$ cat src/rtl/lfsr_popcnt32.sv
// Combinational population count of a 32-bit word (6-bit result).
module lfsr_popcnt32 (
  input  logic [31:0] data,
  output logic [5:0]  count
);

  always_comb begin
    count = '0;
    for (int i = 0; i < 32; i++) begin
      count = count + 6'(data[i]);
    end
  end

endmodule

$ cat config.mk
export PLATFORM = sky130hd
export DESIGN_NAME = lfsr_popcnt32
export DESIGN_NICKNAME = d
export VERILOG_FILES = /design/src/rtl/lfsr_popcnt32.sv
export SDC_FILE = /design/constraint.sdc
export NUM_CORES = 1
export LEC_CHECK = 0
export CAP_MARGIN = 5
export CORE_MARGIN = 2
export CORE_UTILIZATION = 43
export DETAILED_ROUTE_END_ITERATION = 10
export PLACE_DENSITY = 0.85
export SLEW_MARGIN = 20
export SYNTH_ARGS = -nofsm -noshare
export SYNTH_HDL_FRONTEND = slang
export SYNTH_SLANG_ARGS = --single-unit
$ cat constraint.sdc
create_clock -name vclk -period 8.7
set_clock_uncertainty 0.05 [all_clocks]
set_input_delay 1.74 -clock vclk [all_inputs]
set_output_delay 1.74 -clock vclk [all_outputs]
set_load 0.05 [all_outputs]
==> flow_summary.yaml, run 1 <==
status:
  status: "complete, no violations"
timing:
  max-slew-margin-rel_pct: 66.2
  drv_slew: 0
  hold_ws_ns: 4.49
  period_needed_ns: 8.44
  rsz0062_at_grt: "no"
  tightest_slew_ns: 0.505
  setup_tns_ns: 0
  fin_ws_ns: 0.263
  setup_viol: 0
  max_freq_ghz: 0.119
  hold_viol: 0
  period_share_pct: 97.0
worst_hold_path:
  min_path_type: "in2out"
floorplanning:
  die_width_um: 46.0
  initial_core_util_pct: 44.9
  die_y_um: 46.0
  core_mm2: 0.00169
  ioPinCount: 38
  num_rows: 15
  die_area_mm2: 0.00212
synth:
  synth.most_common_cell: "inv_1"
  seq_area_frac_synth_pct: 0
  syn-instance-count: 73
  synth_top_area_share_pct: 63.4
  syn_nets: 136
  ys_top_cells_by_area: "fa_1, inv_1, ha_1"
  ys.warnings.count: 0
  synth_area_leader_cell: "fa_1"
  synth_common_cells: "inv_1, fa_1, ha_1"
  synthesis.area_um2: 758
  syn_avg_cell_area_um2: 10.4
  synth_cell_type_count: 11
finish:
  clock_buffers: 0
  sequential_cell_total: 0
  fin_area_mm2: 0.00122
  area_growth_pct: 60.6
  antenna_cells: 0
  nNetsFinal: 176
  register_area_um2: 0
  drive_gt1_share_pct: 7.21
worst_setup_path:
  path_class: "in2out"
  cp-endpoint: "count[4]"
  cp_max_fo: 2
  end_kind: "output port"
  crit_start: "data[0]"
  arrival_ns: 6.65
  cp.required_ns: 6.91
  start_kind: "input pin"
placed_design:
  dp_slack_ns: 0.194
  place_area_mm2: 0.00121
  dp_hpwl_um: 1380
  io_buffers: 38
  gp_congestion: 0.685
drt:
  drc: 0
  via_per_inst: 4.41
  first_pass_iters: 2
  routed_wl_um: 1320
  ant_nets: 0
  vias: 565
  drtIter0Drc: 1
  wl_per_cell_um: 10.3
global_routing:
  grt_pass1_wl_um: 2180
  grt_overflow: 0
  grt_pass1_vias: 607
  antenna_found_initial: 0
  grt.total_usage_pct: 13.7
  grt_max_degree: 4
run:
  cap_violations: 0
clock_tree:
  postCtsHoldBufs: 0
==> area by class of cell <==
type	count	area, µm²
fillers	139	472
inverters	30	113
multi-input cells	43	653
well taps	17	21.3
repair buffers	38	430
==> how the worst min path moves through the flow <==
stage | start | end | slack [ns] | cells after the start
floorplan | data[2] | count[0] | 3.81 | 1
global placement | data[2] | count[1] | 4.46 | 6
detailed placement | data[2] | count[1] | 4.50 | 6
CTS | data[2] | count[1] | 4.51 | 6
global route | data[6] | count[1] | 4.56 | 6
finish | data[6] | count[1] | 4.49 | 6
==> layer usage <==
layer  GRT usage, %  wire, µm  up-vias
met5              0         0        -
met4              0         0        0
met3          0.794        88        0
met2           29.4       797       22
met1           14.9       438      268
li1               -         -      275
==> per-stage QoR <==
step / std cells / util, %
2_1_floorplan: 73 / -
6_report: 128 / 72.1
5_1_grt: 128 / 72.1
3_5_place_dp: 128 / 71.6
4_1_cts: 128 / 71.6
3_3_place_gp: 128 / 71.6
==> cell usage in the layout (no fill, tap or decap) <==
master           count
a21o_1               1
a21oi_2              2
buf_12               5
clkdlybuf4s50_1     33
fa_1                24
ha_1                 7
inv_1               30
nand2_1              2
nand2b_1             1
nor2_1               2
o21ai_0              1
xnor2_1              2
xor2_2               1
==> worst max-delay path, stage by stage <==
cell	delay, ns
clkdlybuf4s50_1	0.45
inv_1	0.05
fa_1	0.53
inv_1	0.05
fa_1	0.53
fa_1	0.44
fa_1	0.49
fa_1	0.51
inv_1	0.05
fa_1	0.44
inv_1	0.07
ha_1	0.15
inv_1	0.05
fa_1	0.40
nand2b_1	0.17
a21oi_2	0.16
xor2_2	0.20
buf_12	0.16
==> cell families (layout without fill, tap and decap cells) <==
family | Yosys count | in the layout | share of synthesized area [%]
fa+ha+maj | 31 | 31 | 74.9
buf+inv | 30 | 68 | 14.9
simple gates | 5 | 5 | 2.81
compound gates | 4 | 4 | 3.96
xor+xnor | 3 | 3 | 3.47
==> timing repair <==
item	CTS	global route
resized for setup	0	1
buffers inserted	0	0
setup endpoints to repair	0	1
Power of run 1 is left out: the tool's default activity adds up to more than one toggle a clock period on the data nets, which glitch-free logic cannot reach.
==> run 2: changes to the inputs <==
--- a/config.mk
+++ b/config.mk
@@ -7,9 +7,9 @@
 export LEC_CHECK = 0
 export CAP_MARGIN = 5
 export CORE_MARGIN = 2
-export CORE_UTILIZATION = 43
+export CORE_UTILIZATION = 39
 export DETAILED_ROUTE_END_ITERATION = 10
-export PLACE_DENSITY = 0.85
+export PLACE_DENSITY = 0.81
 export SLEW_MARGIN = 20
 export SYNTH_ARGS = -nofsm -noshare
 export SYNTH_HDL_FRONTEND = slang
==> constraint.sdc (replaced) <==
create_clock -name vclk -period 7.3
set_clock_uncertainty 0.05 [all_clocks]
set_input_delay 1.46 -clock vclk [all_inputs]
set_output_delay 1.46 -clock vclk [all_outputs]
set_load 0.05 [all_outputs]
==> run 2 against run 1 <==
The run now ends with negative setup slack left; sequential share of layout area stayed put; die area is 9.3% higher; worst setup slack worse by 0.33 ns; critical endpoint unchanged.
==> flow_summary.yaml, run 2 (synthesized netlist as in run 1, its figures left out) <==
clock_tree:
  postCtsHoldBufs: 0
  cts_setup_buffers: 0
finish:
  register_area_um2: 0
  area_growth_pct: 71.6
  drive_gt1_share_pct: 37.4
  fillCellCount: 122
  nNetsFinal: 180
  final_common_cell: "inv_1"
  sequential_cell_total: 0
  final_cell_mix: "inv_1, fa_1, clkdlybuf4s50_1"
  clock_buffers: 0
  antenna_cells: 0
drt:
  drc: 0
  via_per_inst: 4.24
  vias: 594
  first_pass_iters: 2
  wl_per_cell_um: 11.8
  ant_nets: 0
  drtIter0Drc: 5
  routed_wl_um: 1650
global_routing:
  grt_pass1_wl_um: 2530
  antenna_found_initial: 0
  grt_overflow: 0
  grt_pass1_vias: 662
  grt.total_usage_pct: 15.9
  grt_max_degree: 4
worst_setup_path:
  cp.required_ns: 5.79
  start_kind: "input pin"
  arrival_ns: 5.86
  end_kind: "output port"
  cp_max_fo: 2
  path_class: "in2out"
placed_design:
  io_buffers: 38
  gp_congestion: 0.633
  dp_slack_ns: -0.631
  dp_hpwl_um: 1570
worst_hold_path:
  min_path_type: "in2out"
timing:
  tightest_slew_ns: 0.245
  period_share_pct: 101
  fin_ws_ns: -0.0682
  rsz0062_at_grt: "yes"
  drv_slew: 0
  max-slew-margin-rel_pct: 83.7
  hold_viol: 0
  max_freq_ghz: 0.136
  setup_viol: 1
  period_needed_ns: 7.37
floorplanning:
  die_width_um: 48.1
  initial_core_util_pct: 42.5
  num_rows: 15
  core_mm2: 0.00178
  die_y_um: 48.1
  die_area_mm2: 0.00231
  ioPinCount: 38
status:
  violations: "negative setup slack"
  status: "finished with violations"
run:
  cap_violations: 0
-- run 2: cell count changes in the layout (fill, tap and decap cells not counted), sizes merged --
| cell | previous run | this run |
|---|---|---|
| clkbuf | 0 | 1 |
| clkdlybuf4s15 | 0 | 2 |
| clkdlybuf4s50 | 33 | 17 |
| buf | 5 | 22 |
-- run 2: worst max-delay path, cell delays in order --
cell and delay (ns):
buf_6 0.07, inv_2 0.03, fa_1 0.54, inv_2 0.04, fa_2 0.53, fa_1 0.46, fa_2 0.60, fa_1 0.41
inv_1 0.08, fa_1 0.41, inv_2 0.08, ha_4 0.13, inv_2 0.04, fa_2 0.33, nand2b_4 0.15, a21oi_4 0.17
xor2_4 0.18, buf_12 0.15
-- run 2: cell type report --
| type | instances | area (µm²) | share of cell area [%] |
|---|---|---|---|
| tap | 25 | 31.3 | 2.40 |
| multi-input combinational | 43 | 742 | 57.0 |
| inverter | 30 | 113 | 8.65 |
| timing repair buffer | 42 | 415 | 31.9 |
-- run 2: path summary, 6_finish.rpt --
check / cells past startpoint / slack, ns / startpoint / to
max: 18 / -0.07 / data[0] / count[4]
min: 3 / 3.68 / data[2] / count[0]
-- run 2: stage by stage --
| stage | instances | hold WS (ns) | utilization [%] | setup TNS, ns | area [µm²] |
|---|---|---|---|---|---|
| 3_5_place_dp | 140 | 3.68 | 71.9 | -2.26 | 1280 |
| 5_1_grt | 140 | 3.69 | 73.0 | -0.338 | 1300 |
| 4_1_cts | 140 | 3.69 | 70.6 | -0.146 | 1260 |
| 2_1_floorplan | 73 | 3.25 | - | -0.173 | 792 |
| 6_report | 140 | 3.68 | 73.0 | -0.0682 | 1300 |
| 3_3_place_gp | 140 | 3.65 | 71.9 | -1.80 | 1280 |
-- run 2: routing by layer --
layer | global-route usage (%) | vias to the layer above | routed length, µm
met5 | 0 | - | 0
met4 | 0 | 0 | 0
met3 | 0.741 | 0 | 89
met2 | 36.8 | 23 | 1100
met1 | 15.4 | 286 | 462
li1 | - | 285 | -
-- run 2: repair_timing --
action                     4_1_cts  5_1_grt
pin swaps                       21       19
gates resized for setup         56       16
setup endpoints to repair        5        4
gates cloned                     0        0
Power of run 2 is left out for the same reason.
==> run 3: changes to the inputs <==
==> constraint.sdc (replaced) <==
create_clock -name vclk -period 7.3
set_clock_uncertainty 0.05 [all_clocks]
set_input_delay 1.46 -clock vclk [all_inputs]
set_output_delay 1.46 -clock vclk [all_outputs]
set_load 0.02 [all_outputs]
==> run 3 against run 2 <==
The flow now finishes without violations; routed wire length fell by 18%; non-clock buffer count increased by 1; hold slack improved by 0.17 ns; sequential share of layout area unchanged; sequential cell count stayed put; worst setup slack improved by 0.12 ns; core utilization is 7.4 points lower; critical path type unchanged; critical endpoint unchanged; highest routed layer unchanged.
==> flow_summary.yaml, run 3 (synthesized netlist as in run 1, its figures left out) <==
placed_design:
  io_buffers: 38
  place_area_mm2: 0.00120
  dp_hpwl_um: 1300
  gp_congestion: 0.685
  dp_slack_ns: -0.934
finish:
  area_growth_pct: 54.3
  fillCellCount: 149
  final_common_cell: "inv_1"
  register_area_um2: 0
  clock_buffers: 0
  final_cell_mix: "inv_1, fa_1, clkdlybuf4s50_1"
  multiInputGateArea_um2: 668
  sequential_cell_total: 0
  nNetsFinal: 181
  antenna_cells: 0
  fin_area_mm2: 0.00117
  drive_gt1_share_pct: 29.3
floorplanning:
  core_mm2: 0.00178
  die_y_um: 48.1
  initial_core_util_pct: 42.5
  die_width_um: 48.1
  num_rows: 15
  die_area_mm2: 0.00231
  ioPinCount: 38
worst_setup_path:
  start_kind: "input pin"
  cp.required_ns: 5.79
  end_kind: "output port"
  path_class: "in2out"
  arrival_ns: 5.73
  cp_max_fo: 2
drt:
  drc: 0
  routed_wl_um: 1360
  first_pass_iters: 2
  ant_nets: 0
  drtIter0Drc: 2
  wl_per_cell_um: 9.66
  via_per_inst: 4.24
  vias: 598
timing:
  max-slew-margin-rel_pct: 85.8
  drv_slew: 0
  fin_ws_ns: 0.0559
  setup_tns_ns: 0
  period_share_pct: 99.2
  period_needed_ns: 7.24
  setup_viol: 0
  rsz0062_at_grt: "yes"
  hold_viol: 0
  tightest_slew_ns: 0.213
  max_freq_ghz: 0.138
global_routing:
  antenna_found_initial: 0
  grt_pass1_vias: 621
  grt_pass1_wl_um: 2060
  grt_max_degree: 4
  grt_overflow: 0
  grt.total_usage_pct: 12.2
clock_tree:
  postCtsHoldBufs: 0
run:
  cap_violations: 0
status:
  status: "complete, no violations"
worst_hold_path:
  min_path_type: "in2out"
[run 3: changes by cell type in the layout (fill, tap and decap cells not counted), moves of 3 or more]
cell    before  now
buf_4        4    7
buf_12       5    0
fa_2         5    1
fa_1        19   23
[run 3: metal layers]
metal  vias up  share of wire [%]  GRT usage (%)
met2        24                 61           28.5
met4         0                  0              0
met5         -                  0              0
li1        286                  -              -
met1       288                 30           11.8
met3         0                9.3          0.370
[run 3: repair_timing]
| action | CTS | global route |
|---|---|---|
| resized for setup | 75 | 12 |
| endpoints found under the setup margin | 6 | 5 |
| pin swaps | 17 | 9 |
| setup buffers | 1 | 0 |
| hold endpoints to repair | 0 | 0 |
[run 3: critical path, stage by stage]
cell and delay, ns:
buf_6 0.07, inv_2 0.03, fa_1 0.54, inv_2 0.04, fa_1 0.52, fa_1 0.44
fa_1 0.50, fa_1 0.51, inv_1 0.05, fa_1 0.45, inv_2 0.08, ha_4 0.13
inv_2 0.03, fa_2 0.33, nand2b_4 0.15, a21oi_2 0.13, xor2_1 0.14, buf_4 0.16
[run 3: path summary, 6_finish.rpt]
check        to     from  cells past startpoint
min    count[4]  data[9]                      7
max    count[4]  data[3]                     18
[run 3: stage by stage]
stage                     util (%)  instances  hold slack [ns]
final                         65.6        141             3.85
after global routing          65.6        141             3.92
after CTS                     65.1        141             3.87
after detailed placement      67.3        140             4.06
after global placement        67.3        140             4.04
after floorplan                  -         73             3.08
[run 3: cell type report]
type / count / share of cell area (%)
multi-input combinational: 43 / 57.1
timing repair buffer: 43 / 30.6
inverter: 30 / 9.63
tap: 25 / 2.67
Power of run 3 is left out for the same reason.
